==> config.mk <==
export PLATFORM = sky130hd
export DESIGN_NAME = io_bus_arbiter_flat
export DESIGN_NICKNAME = d
export VERILOG_FILES = /design/src/rtl/io_bus_arbiter_if.sv /design/src/rtl/io_bus_arbiter.sv /design/src/flat_wrapper.sv
export SDC_FILE = /design/constraint.sdc
export NUM_CORES = 1
export LEC_CHECK = 0
export ABC_AREA = 0
export BUFFER_PORTS_ARGS = -buffer_cell sky130_fd_sc_hd__buf_2
export CORE_MARGIN = 4
export CORE_UTILIZATION = 45
export DETAILED_ROUTE_END_ITERATION = 12
export PLACE_DENSITY = 0.64
export SLEW_MARGIN = 25
export SYNTH_ARGS = -nofsm -noshare
export SYNTH_HDL_FRONTEND = slang
export SYNTH_SLANG_ARGS = --single-unit
==> constraint.sdc <==
create_clock -name clk -period 3.16 [get_ports clk]
set_input_delay 0.474 -clock clk [delete_from_list [all_inputs] [get_ports clk]]
set_output_delay 0.474 -clock clk [all_outputs]
set_load 0.1 [all_outputs]
==> src/rtl/io_bus_arbiter_if.sv <==
// Two-master IO bus arbiter handshake bundle: master-side strobes/acks plus the IO register bus.
// The arbiter connects through the slave modport; a requester or bench drives through master.
interface io_bus_arbiter_if;
  logic m0_strobe;
  logic m1_strobe;
  logic m0_write;
  logic m1_write;
  logic m0_ack;
  logic m1_ack;
  logic m0_err;
  logic m1_err;
  logic io_rd_ack;
  logic io_rd_en;
  logic io_wr_en;
  logic io_sync;
  logic io_sel;

  modport master (
    output m0_strobe, m1_strobe, m0_write, m1_write, io_rd_ack,
    input  m0_ack, m1_ack, m0_err, m1_err, io_rd_en, io_wr_en, io_sync, io_sel
  );

  modport slave (
    input  m0_strobe, m1_strobe, m0_write, m1_write, io_rd_ack,
    output m0_ack, m1_ack, m0_err, m1_err, io_rd_en, io_wr_en, io_sync, io_sel
  );
endinterface

==> src/rtl/io_bus_arbiter.sv <==
// Round-robin arbiter giving two masters access to an IO register bus, with registered outputs.
// Define IO_ARB_TIMEOUT_EN to add an RD_WAIT timeout that completes the read with an error flag.
module io_bus_arbiter #(
  parameter int unsigned TIMEOUT_CYCLES = 255,
  parameter int unsigned HOLD_CYCLES    = 3
) (
  input logic             clk,
  input logic             res,
  io_bus_arbiter_if.slave bus
);

  typedef enum logic [2:0] {
    StIdle, StGrant, StWrEn, StRdWait, StRdDly1, StRdDly2, StAck, StHold
  } state_e;

  state_e     state_q;
  logic       last_served_q;
  logic       owner_q;
  logic       write_q;
  logic [3:0] hold_cnt_q;
  logic       m0_ack_q, m1_ack_q;
  logic       rd_en_q, wr_en_q, sync_q;
  logic       grant_owner;
  logic       grant_write;

  // Tie goes to whichever master was not served last.
  assign grant_owner = (bus.m0_strobe && bus.m1_strobe) ? ~last_served_q : bus.m1_strobe;
  assign grant_write = grant_owner ? bus.m1_write : bus.m0_write;

`ifdef IO_ARB_TIMEOUT_EN
  logic [7:0] tmo_cnt_q;
  logic       m0_err_q, m1_err_q;
`endif

  always_ff @(posedge clk) begin
    if (res) begin
      state_q       <= StIdle;
      last_served_q <= 1'b1;
      owner_q       <= 1'b0;
      write_q       <= 1'b0;
      hold_cnt_q    <= 4'd0;
      m0_ack_q      <= 1'b0;
      m1_ack_q      <= 1'b0;
      rd_en_q       <= 1'b0;
      wr_en_q       <= 1'b0;
      sync_q        <= 1'b0;
`ifdef IO_ARB_TIMEOUT_EN
      tmo_cnt_q     <= 8'd0;
      m0_err_q      <= 1'b0;
      m1_err_q      <= 1'b0;
`endif
    end else begin
      m0_ack_q <= 1'b0;
      m1_ack_q <= 1'b0;
      wr_en_q  <= 1'b0;
`ifdef IO_ARB_TIMEOUT_EN
      m0_err_q <= 1'b0;
      m1_err_q <= 1'b0;
`endif
      unique case (state_q)
        StIdle: begin
          if (bus.m0_strobe || bus.m1_strobe) begin
            state_q       <= StGrant;
            owner_q       <= grant_owner;
            last_served_q <= grant_owner;
            write_q       <= grant_write;
            sync_q        <= 1'b1;
            rd_en_q       <= ~grant_write;
          end
        end
        StGrant: begin
          if (write_q) begin
            state_q <= StWrEn;
            wr_en_q <= 1'b1;
          end else begin
            state_q <= StRdWait;
`ifdef IO_ARB_TIMEOUT_EN
            tmo_cnt_q <= 8'd0;
`endif
          end
        end
        StWrEn: begin
          state_q  <= StAck;
          m0_ack_q <= ~owner_q;
          m1_ack_q <= owner_q;
        end
        StRdWait: begin
          // A late io_rd_ack on the timeout edge still wins over the timeout.
          if (bus.io_rd_ack) begin
            state_q <= StRdDly1;
`ifdef IO_ARB_TIMEOUT_EN
          end else if (tmo_cnt_q == 8'(TIMEOUT_CYCLES)) begin
            state_q  <= StAck;
            m0_ack_q <= ~owner_q;
            m1_ack_q <= owner_q;
            m0_err_q <= ~owner_q;
            m1_err_q <= owner_q;
          end else begin
            tmo_cnt_q <= tmo_cnt_q + 8'd1;
`endif
          end
        end
        StRdDly1: state_q <= StRdDly2;
        StRdDly2: begin
          state_q  <= StAck;
          m0_ack_q <= ~owner_q;
          m1_ack_q <= owner_q;
        end
        StAck: begin
          state_q    <= StHold;
          hold_cnt_q <= 4'(HOLD_CYCLES - 1);
        end
        StHold: begin
          if (hold_cnt_q == 4'd0) begin
            state_q <= StIdle;
            sync_q  <= 1'b0;
            owner_q <= 1'b0;
            rd_en_q <= 1'b0;
          end else begin
            hold_cnt_q <= hold_cnt_q - 4'd1;
          end
        end
        default: state_q <= StIdle;
      endcase
    end
  end

  assign bus.m0_ack   = m0_ack_q;
  assign bus.m1_ack   = m1_ack_q;
  assign bus.io_rd_en = rd_en_q;
  assign bus.io_wr_en = wr_en_q;
  assign bus.io_sync  = sync_q;
  assign bus.io_sel   = owner_q;

`ifdef IO_ARB_TIMEOUT_EN
  assign bus.m0_err = m0_err_q;
  assign bus.m1_err = m1_err_q;
`else
  assign bus.m0_err = 1'b0;
  assign bus.m1_err = 1'b0;
`endif

endmodule
==> src/flat_wrapper.sv <==
// flat-port wrapper written by rule: the top's interface ports become plain ports
module io_bus_arbiter_flat 
#(
  parameter int unsigned TIMEOUT_CYCLES = 255,
  parameter int unsigned HOLD_CYCLES    = 3
)
  (clk, res, bus_m0_strobe, bus_m1_strobe, bus_m0_write, bus_m1_write, bus_io_rd_ack, bus_m0_ack, bus_m1_ack, bus_m0_err, bus_m1_err, bus_io_rd_en, bus_io_wr_en, bus_io_sync, bus_io_sel);
  io_bus_arbiter_if bus_i ();
  input logic clk;
  input logic res;
  input wire logic [$bits(bus_i.m0_strobe)-1:0] bus_m0_strobe;
  input wire logic [$bits(bus_i.m1_strobe)-1:0] bus_m1_strobe;
  input wire logic [$bits(bus_i.m0_write)-1:0] bus_m0_write;
  input wire logic [$bits(bus_i.m1_write)-1:0] bus_m1_write;
  input wire logic [$bits(bus_i.io_rd_ack)-1:0] bus_io_rd_ack;
  output wire logic [$bits(bus_i.m0_ack)-1:0] bus_m0_ack;
  output wire logic [$bits(bus_i.m1_ack)-1:0] bus_m1_ack;
  output wire logic [$bits(bus_i.m0_err)-1:0] bus_m0_err;
  output wire logic [$bits(bus_i.m1_err)-1:0] bus_m1_err;
  output wire logic [$bits(bus_i.io_rd_en)-1:0] bus_io_rd_en;
  output wire logic [$bits(bus_i.io_wr_en)-1:0] bus_io_wr_en;
  output wire logic [$bits(bus_i.io_sync)-1:0] bus_io_sync;
  output wire logic [$bits(bus_i.io_sel)-1:0] bus_io_sel;
  assign bus_i.m0_strobe = bus_m0_strobe;
  assign bus_i.m1_strobe = bus_m1_strobe;
  assign bus_i.m0_write = bus_m0_write;
  assign bus_i.m1_write = bus_m1_write;
  assign bus_i.io_rd_ack = bus_io_rd_ack;
  assign bus_m0_ack = bus_i.m0_ack;
  assign bus_m1_ack = bus_i.m1_ack;
  assign bus_m0_err = bus_i.m0_err;
  assign bus_m1_err = bus_i.m1_err;
  assign bus_io_rd_en = bus_i.io_rd_en;
  assign bus_io_wr_en = bus_i.io_wr_en;
  assign bus_io_sync = bus_i.io_sync;
  assign bus_io_sel = bus_i.io_sel;
  io_bus_arbiter #(.TIMEOUT_CYCLES(TIMEOUT_CYCLES), .HOLD_CYCLES(HOLD_CYCLES)) u_core (.clk(clk), .res(res), .bus(bus_i));
endmodule
==> results of run 1 <==
## flip-flops by register name, indices dropped and copies added, names as in the netlist
| signal | count |
|---|---|
| u_core.bus.io_rd_en | 1 |
| u_core.bus.io_sel | 1 |
| u_core.bus.io_sync | 1 |
| u_core.bus.io_wr_en | 1 |
| u_core.bus.m0_ack | 1 |
| u_core.bus.m1_ack | 1 |
| u_core.hold_cnt_q | 4 |
| u_core.last_served_q | 1 |
| u_core.state_q | 3 |
| u_core.write_q | 1 |
## where the power goes
| group | switching [mW] | internal, mW |
|---|---|---|
| registers | 0.0490 | 0.236 |
| logic | 0.276 | 0.123 |
| clock network | 0.0573 | 0.0488 |
| total | 0.382 | 0.407 |
## logic make-up after synthesis
kind of cell	after synthesis
buffers and inverters	12
flip-flops	15
multiplexers	3
adder cells (fa/ha/maj)	5
XOR/XNOR	1
AND/OR/NAND/NOR	30
AO/OA/AOI/OAI	23
other	1
## worst paths after layout
path                     endpoint  slack [ps]  cells past startpoint
min             u_core.bus.m0_ack         470                      1
min reg2reg     u_core.bus.m0_ack         470                      1
max          u_core.hold_cnt_q[3]        1270                      5
max reg2reg  u_core.hold_cnt_q[3]        1270                      5
## cell type report
class | instances | area [sq um]
Fill cell | 168 | 807
Multi-Input combinational cell | 64 | 472
Sequential cell | 15 | 300
Timing Repair Buffer | 12 | 60.1
Tap cell | 25 | 31.3
Inverter | 8 | 30.0
Clock buffer | 4 | 26.3
## cell usage in the layout (no fill, tap or decap), types with 3 or more instances in the layout
cell       n
nor3b_1    3
mux2i_1    3
buf_2     12
ha_1       5
dfxtp_1   15
o21ai_0    5
nor2_1     4
clkbuf_4   3
nand2_1    3
nor3_1     3
a21oi_1    7
inv_1      8
## per-stage QoR
stage / instances / setup slack (ps)
after CTS: 128 / 1250
after global placement: 124 / 1310
after floorplan: 91 / 1480
after detailed placement: 124 / 1270
final: 128 / 1270
after global routing: 128 / 1120
## cells in the mapped netlist
cell       n
dfxtp_1   15
inv_1      8
a21oi_1    7
ha_1       5
o21ai_0    5
nor2_1     4
mux2i_1    3
nand2_1    3
nor3_1     3
nor3b_1    3
a31oi_1    2
and2_2     2
and3b_1    2
buf_4      2
nand3_1    2
nor2b_1    2
or2_2      2
a211oi_1   1
a21boi_0   1
a221oi_2   1
a221oi_4   1
a311oi_1   1
and2_1     1
and4_1     1
buf_2      1
clkbuf_1   1
conb_1     1
nand4_1    1
o211a_1    1
o21ai_2    1
o221a_2    1
o311a_1    1
or3_1      1
or3_2      1
or3b_4     1
or4_1      1
xnor2_1    1
## routing by layer
layer / vias up / wire length [um] / GRT usage, %
met5: - / 0 / 0
met4: 0 / 7 / 4.04
met3: 2 / 57 / 3.86
met2: 8 / 673 / 19.6
met1: 298 / 734 / 19.3
li1: 346 / - / -
==> impl_results.md, run 1 <==
- Skew final: 1.61 ps
- Die width: 50.7 um
- CTS resizes: 0
- Crit Path Max Fanout: 8
- Area leader, netlist: dfxtp_1
- Slowest stage cell, crit path: dfxtp_1
- Post-synthesis cell area: 822 sq um
- Achievable Freq: 0.529 GHz
- Dpl cell area: 893 sq um
- Average size of a mapped cell: 9.13 sq um
- Reg2reg start: u_core.state_q[1]
- WL final: 1470 um
- Final net count: 116
- Worst slew pin tran: 500 ps
- Final worst-path cycle share: 59.8%
- Xor and xnor area share after synthesis: 1.07%
- Routed length per instance: 11.5 um
- Compound-Gate Fraction of Synth Area: 21.6%
- Via density: 5.11
- Number of antenna violations at the first check in global routing: 0
- Largest cells by area after synthesis: dfxtp_1 (37%), ha_1 (7.6%), a21oi_1 (4.3%), mux2i_1 (3.7%), inv_1 (3.7%)
- CP Class: register to register
- Insertion delay to the later sink of the worst-skew pair: 270 ps
- GPL Wtd Cong: 0.800
- WP data arrival: 2060 ps
- Antenna-violating nets left: 0
- Design Area, Final: 920 sq um
- Crit path required time: 3330 ps
- Dpl hpwl: 1160 um
- Worst hold path type: register to register
- Largest family of logic cells by synthesized area: simple AND/OR/NAND/NOR gates
- Total track usage: 13.6%
- Area Growth Syn to Fin: 11.9%
- Initial core utilization: 47.6%
- Pwr Total: 0.789 mW
- Synth Area in Adders: 7.61%
- CP max stage delay: 460 ps
- CTS tree: built
- Number of CTS-inserted buffers: 3
- Lkg Pwr: 0.404 nW
- Min Hold Slack: 474 ps
- Mux cell area share after synthesis: 3.65%
- Residual DRC count: 0
- Total grt overflow: 0
- Setup crit start: u_core.state_q[1]
- Critical path startpoint category: register
- # setup viols final: 0
- TritonCTS sink count: 15
- Pin count of the biggest net entering global routing: 13
- Fin. Hold Viols: 0
- Drt first-iter violations: 14
- Gate Count Post-Synth: 90
- Status: completed
- Vias in the first global route: 599
- Final core occ: 53.3%
- RSZ-0062 raised after global routing: false
- Worst-path clk slew: 90 ps
- Synthesized flop and latch total: 15
- Cts hold-fix bufs: 0
- Max-slew violations: 0
- Core area: 0.00173 sq mm
- Register area share after synthesis: 36.5%
- Shortest period the worst path allows: 1890 ps
- Slew margin rel.: 66.6%
- Root Driver: clkbuf_4
- Post-Synth Simple-Gate Area: 22.5%
- Cell family with most CP delay: simple AND/OR/NAND/NOR gates
- IO buf count: 12
- Layout cells sized above 1: 24.3%
- Antenna fix cells: 0
- Peak supply drop: 476 uV
- Pwr dens: 858 mW/mm^2
- Worst setup EP type: register
- Site Rows: 15
- Unique cell type count in the Yosys netlist: 37
- Share of the synthesized area in the top cell type: 36.5%
- First drt pass iteration count: 4
- Worst path cell trace: ha_1 > and2_2 > a21oi_1 > or4_1 > mux2i_1
- Post-CTS Setup Bufs: 0
- CP bufs+invs: 0
- H-tree lvl count: 1
- Min-delay src: u_core.bus.io_sel
- Die height: 50.7 um
- Vias post-DR: 654
- Synth warn: 0
- Clock Path Buffers: 2
- Global-route wire length before repair: 2670 um
- Max-cap check violation count: 0
- Die area: 0.00257 sq mm
- Number of I/O pins: 15
- Setup_tns: 0 ps
(Power assumes the default switching activity.)
==> run 2, diff against run 1 <==
--- a/config.mk
+++ b/config.mk
@@ -10,7 +10,7 @@
 export CORE_MARGIN = 4
 export CORE_UTILIZATION = 45
 export DETAILED_ROUTE_END_ITERATION = 12
-export PLACE_DENSITY = 0.64
+export PLACE_DENSITY = 0.66
 export SLEW_MARGIN = 25
 export SYNTH_ARGS = -nofsm -noshare
 export SYNTH_HDL_FRONTEND = slang
==> constraint.sdc (replaced) <==
create_clock -name clk -period 1.62 [get_ports clk]
set_input_delay 0.243 -clock clk [delete_from_list [all_inputs] [get_ports clk]]
set_output_delay 0.243 -clock clk [all_outputs]
set_load 0.1 [all_outputs]
==> run 2 against run 1 <==
Effect of this change:
- the run now ends with negative setup slack left
- sequential share of layout area decreased by 3.8 points
- count of clock-buffer cells in the layout unchanged
- final cell count increased by 11%
- critical path depth increased by 2
- setup slack got worse by 1400 ps
- critical endpoint is now u_core.state_q[1]
- largest power group unchanged
- highest routed layer unchanged
==> impl_results.md, run 2 (same netlist as run 1, synthesis figures left out) <==
- Status: finished, violations left
- Violated checks: negative setup slack
- Insertion delay to the later sink of the worst-skew pair: 280 ps
- Pwr dens: 1650 mW/mm^2
- Largest regs: u_core.hold_cnt_q (4), u_core.state_q (3)
- Cell family with most CP delay: simple AND/OR/NAND/NOR gates
- Layout cells sized above 1: 41.0%
- Clock Path Buffers: 2
- Peak supply drop: 981 uV
- Worst hold path type: primary input to register
- Most frequent cells in the layout: buf_4 (13), buf_2 (12), dfxtp_1 (11)
- Worst-path clk slew: 90 ps
- Worst path cell trace: inv_2 > ha_4 > or3b_4 > a221oi_4 > buf_6 > mux2i_1 > nor2_1
- First drt pass iteration count: 4
- Crit path required time: 1790 ps
- CP max stage delay: 400 ps
- Setup ws final: -90.1 ps
- Vias in the first global route: 725
- Site Rows: 15
- R2r setup slk: -90 ps
- Global-route wire length before repair: 3050 um
- Total grt overflow: 0
- Crit Path Max Fanout: 4
- Skew final: 2.63 ps
- Via density: 5.11
- Fin. Hold Viols: 0
- TritonCTS sink count: 15
- Setup_tns: -307 ps
- Worst setup EP type: register
- Achievable Freq: 0.585 GHz
- Number of antenna violations at the first check in global routing: 0
- # setup viols final: 5
- Area Growth Syn to Fin: 29.8%
- Root Driver: clkbuf_4
- Vias post-DR: 725
- Shortest period the worst path allows: 1710 ps
- Cts hold-fix bufs: 0
- Die width: 50.7 um
- Core area: 0.00173 sq mm
- Top reg by flops: u_core.hold_cnt_q
- Pin count of the biggest net entering global routing: 13
- Most common cell after layout, fill and taps aside: buf_4
- Residual DRC count: 0
- GPL Wtd Cong: 0.770
- Final net count: 130
- Lkg Pwr: 0.478 nW
- Final worst-path cycle share: 106%
- Die area: 0.00257 sq mm
- Routed length per instance: 12.9 um
- CP Class: register to register
- Number of I/O pins: 15
- Number of CTS-inserted buffers: 3
- IO buf count: 12
- CTS tree: built
- Final core occ: 61.8%
- Critical path startpoint category: register
- FILL cells: 162
- H-tree lvl count: 1
- Design Area, Final: 0.00107 sq mm
- Total track usage: 15.8%
- Slowest stage cell, crit path: or3b_4
- WL final: 1830 um
- RSZ-0062 raised after global routing: true
- CP bufs+invs: 2
- WP data arrival: 1880 ps
- Max reg flops: 4
- Max-cap check violation count: 0
- Drt first-iter violations: 23
- Antenna-violating nets left: 0
- Initial core utilization: 47.6%
- Dpl cell area: 991 sq um
- Antenna fix cells: 0
- Dpl hpwl: 1320 um
- Max-slew violations: 0
- Die height: 50.7 um
-- run 2: layout make-up --
| cell class | count | area, sq um | area share, % |
|---|---|---|---|
| clock buffer | 4 | 26.3 | 2.46 |
| multi-input combinational | 64 | 503 | 47.1 |
| sequential | 15 | 308 | 28.8 |
| inverter | 8 | 30.0 | 2.81 |
| tap | 25 | 31.3 | 2.93 |
| timing repair buffer | 26 | 169 | 15.8 |
-- run 2: worst register-to-register path, stage by stage (launching register included) --
cell and delay [ps]:
dfxtp_2 330, inv_2 70, ha_4 130, or3b_4 400, a221oi_4 280, buf_6 160, mux2i_1 180, nor2_1 60
-- run 2: timing repair --
item	in CTS	in global routing
setup buffers	3	0
pin swaps	2	3
endpoints found under the hold margin	0	0
endpoints found under the setup margin	6	8
gates cloned	0	0
resized for setup	6	2
-- run 2: final timing paths --
check,start,end,cells past startpoint
worst min register to register,u_core.bus.io_sel,u_core.bus.m0_ack,1
worst max register to register,u_core.hold_cnt_q[0],u_core.state_q[1],7
worst min-delay path,bus_m1_strobe,u_core.bus.io_sel,3
worst max-delay path,u_core.hold_cnt_q[0],u_core.state_q[1],7
-- run 2: where the power goes --
group / switching, mW / internal (mW)
sequential: 0.0769 / 0.468
clock: 0.115 / 0.0954
combinational: 0.625 / 0.376
total: 0.817 / 0.939
-- run 2: per-layer routing --
metal	track usage [%]	part of all wire, %	vias up
met5	0	0	-
met4	6.73	1.3	0
met2	28.5	49	20
li1	-	-	374
met1	17.6	45	327
met3	3.56	5.1	4
-- run 2: per-stage QoR --
| step | power, mW | hold WS [ps] | cells | setup WS (ps) |
|---|---|---|---|---|
| after floorplan | 1.24 | 391 | 91 | 13.3 |
| after global placement | 1.47 | 456 | 135 | -130 |
| after detailed placement | 1.49 | 465 | 135 | -148 |
| after CTS | 1.75 | 259 | 142 | -84.3 |
| after global routing | 1.87 | 264 | 142 | -171 |
| final | 1.76 | 267 | 142 | -90.1 |
==> run 3, diff against run 2 <==
--- a/config.mk
+++ b/config.mk
@@ -11,7 +11,8 @@
 export CORE_UTILIZATION = 45
 export DETAILED_ROUTE_END_ITERATION = 12
 export PLACE_DENSITY = 0.66
-export SLEW_MARGIN = 25
+export RECOVER_POWER = 25
+export SLEW_MARGIN = 10
 export SYNTH_ARGS = -nofsm -noshare
 export SYNTH_HDL_FRONTEND = slang
 export SYNTH_SLANG_ARGS = --single-unit
==> run 3 against run 2 <==
Effect of this change:
- the flow still finishes with violations (negative setup slack)
- via count grew 0.14%
- worst hold slack got worse by 2.2 ps
- global-route usage unchanged
- clock power is essentially flat
- setup slack about the same
- combinational power about the same
- design area fell by 0.35%
- critical path type unchanged
==> impl_results.md, run 3 (same netlist as run 1, synthesis figures left out) <==
- Status: finished, violations left
- Violated checks: negative setup slack
- Pwr Total: 1.75 mW
- Cts hold-fix bufs: 0
- Slowest stage cell, crit path: or3b_4
- TritonCTS sink count: 15
- Residual DRC count: 0
- Insertion delay to the later sink of the worst-skew pair: 280 ps
- Skew final: 0.669 ps
- Cell family with most CP delay: simple AND/OR/NAND/NOR gates
- Number of antenna violations at the first check in global routing: 0
- Core area: 0.00173 sq mm
- Largest regs: u_core.hold_cnt_q (4), u_core.state_q (3)
- Clock Path Buffers: 2
- CP Class: register to register
- CP bufs+invs: 2
- Worst path cell trace: inv_2 > ha_4 > or3b_4 > a221oi_4 > buf_6 > mux2i_1 > nor2_1
- Die area: 0.00257 sq mm
- Achievable Freq: 0.585 GHz
- Initial core utilization: 47.6%
- Antenna fix cells: 0
- Area Growth Syn to Fin: 29.4%
- Worst-path clk slew: 90 ps
- Via density: 5.11
- Pwr dens: 1650 mW/mm^2
- Critical path startpoint category: register
- Antenna-violating nets left: 0
- GPL Wtd Cong: 0.770
- Setup_tns: -305 ps
- First drt pass iteration count: 5
- Design Area, Final: 0.00106 sq mm
- RSZ-0062 raised after global routing: true
- CTS tree: built
- Die width: 50.7 um
- Final cell count without fillers: 142
- Max reg flops: 4
- Fin. Hold Viols: 0
- Layout cells sized above 1: 40.2%
- Total track usage: 15.8%
- Vias post-DR: 726
- Final core occ: 61.6%
- Top reg by flops: u_core.hold_cnt_q
- Number of CTS-inserted buffers: 3
- Max-cap check violation count: 0
- Worst setup EP type: register
- Final worst-path cycle share: 106%
- Max-slew violations: 0
- Vias in the first global route: 725
- Placed cells: 135
- Dpl hpwl: 1320 um
- # setup viols final: 5
- Dpl cell area: 991 sq um
- Crit Path Max Fanout: 4
- IO buf count: 12
- Peak supply drop: 981 uV
- Root Driver: clkbuf_4
- Drt first-iter violations: 23
- Routed length per instance: 13.0 um
- CP max stage delay: 400 ps
- Die height: 50.7 um
- Shortest period the worst path allows: 1710 ps
- Most frequent cells in the layout: buf_2 (12), buf_4 (12), dfxtp_1 (11)
- Worst hold path type: primary input to register
- Site Rows: 15
- Number of I/O pins: 15
- Crit path required time: 1790 ps
- Pin count of the biggest net entering global routing: 13
- Total grt overflow: 0
- Lkg Pwr: 0.474 nW
- WP data arrival: 1880 ps
- Global-route wire length before repair: 3050 um
- FILL cells: 164
- WL final: 1840 um
- Final net count: 130
- H-tree lvl count: 1
- Setup ws final: -89.8 ps
run 3: per-layer routing:
metal | share of wire (%) | track usage, %
met5 | 0 | 0
met4 | 1.4 | 6.73
met3 | 5.3 | 3.56
met2 | 49 | 28.5
met1 | 44 | 17.6
run 3: worst paths after layout:
kind / end / from / depth (start not counted) / slack, ps
worst max-delay path: u_core.state_q[1] / u_core.hold_cnt_q[0] / 7 / -90
worst min-delay path: u_core.bus.io_sel / bus_m1_strobe / 3 / 260
worst max register to register: u_core.state_q[1] / u_core.hold_cnt_q[0] / 7 / -90
worst min register to register: u_core.bus.m0_ack / u_core.bus.io_sel / 1 / 470
run 3: final cells by class:
class | count | area, sq um | area share (%)
flip-flops and latches | 15 | 308 | 28.9
multi-input cells | 64 | 503 | 47.3
inverters | 8 | 30.0 | 2.82
well taps | 25 | 31.3 | 2.94
repair buffers | 26 | 165 | 15.5
clock buffers | 4 | 26.3 | 2.47
run 3: power breakdown:
group          internal (mW)  total [mW]  switching [mW]
logic                  0.370       0.995           0.625
registers              0.468       0.544          0.0769
clock network         0.0955       0.213           0.117
total                  0.933        1.75           0.819
run 3: what timing repair did:
| item | 4_1_cts | 5_1_grt |
|---|---|---|
| endpoints found under the setup margin | 6 | 8 |
| setup buffers | 3 | 0 |
| resized for setup | 6 | 2 |
| hold endpoints to repair | 0 | 0 |
| pin swaps | 2 | 3 |
run 3: metrics by stage:
| stage | hold slack (ps) | setup WS, ps |
|---|---|---|
| 2_1_floorplan | 391 | 13.3 |
| 3_3_place_gp | 456 | -130 |
| 4_1_cts | 259 | -84.3 |
| 3_5_place_dp | 465 | -148 |
| 5_1_grt | 264 | -171 |
| 6_report | 264 | -89.8 |
run 3: tightest hold or removal path, delay by kind of cell:
family	cells	cell delay, ps
AO/OA/AOI/OAI	1	60
buffers and inverters	1	130
AND/OR/NAND/NOR	1	70
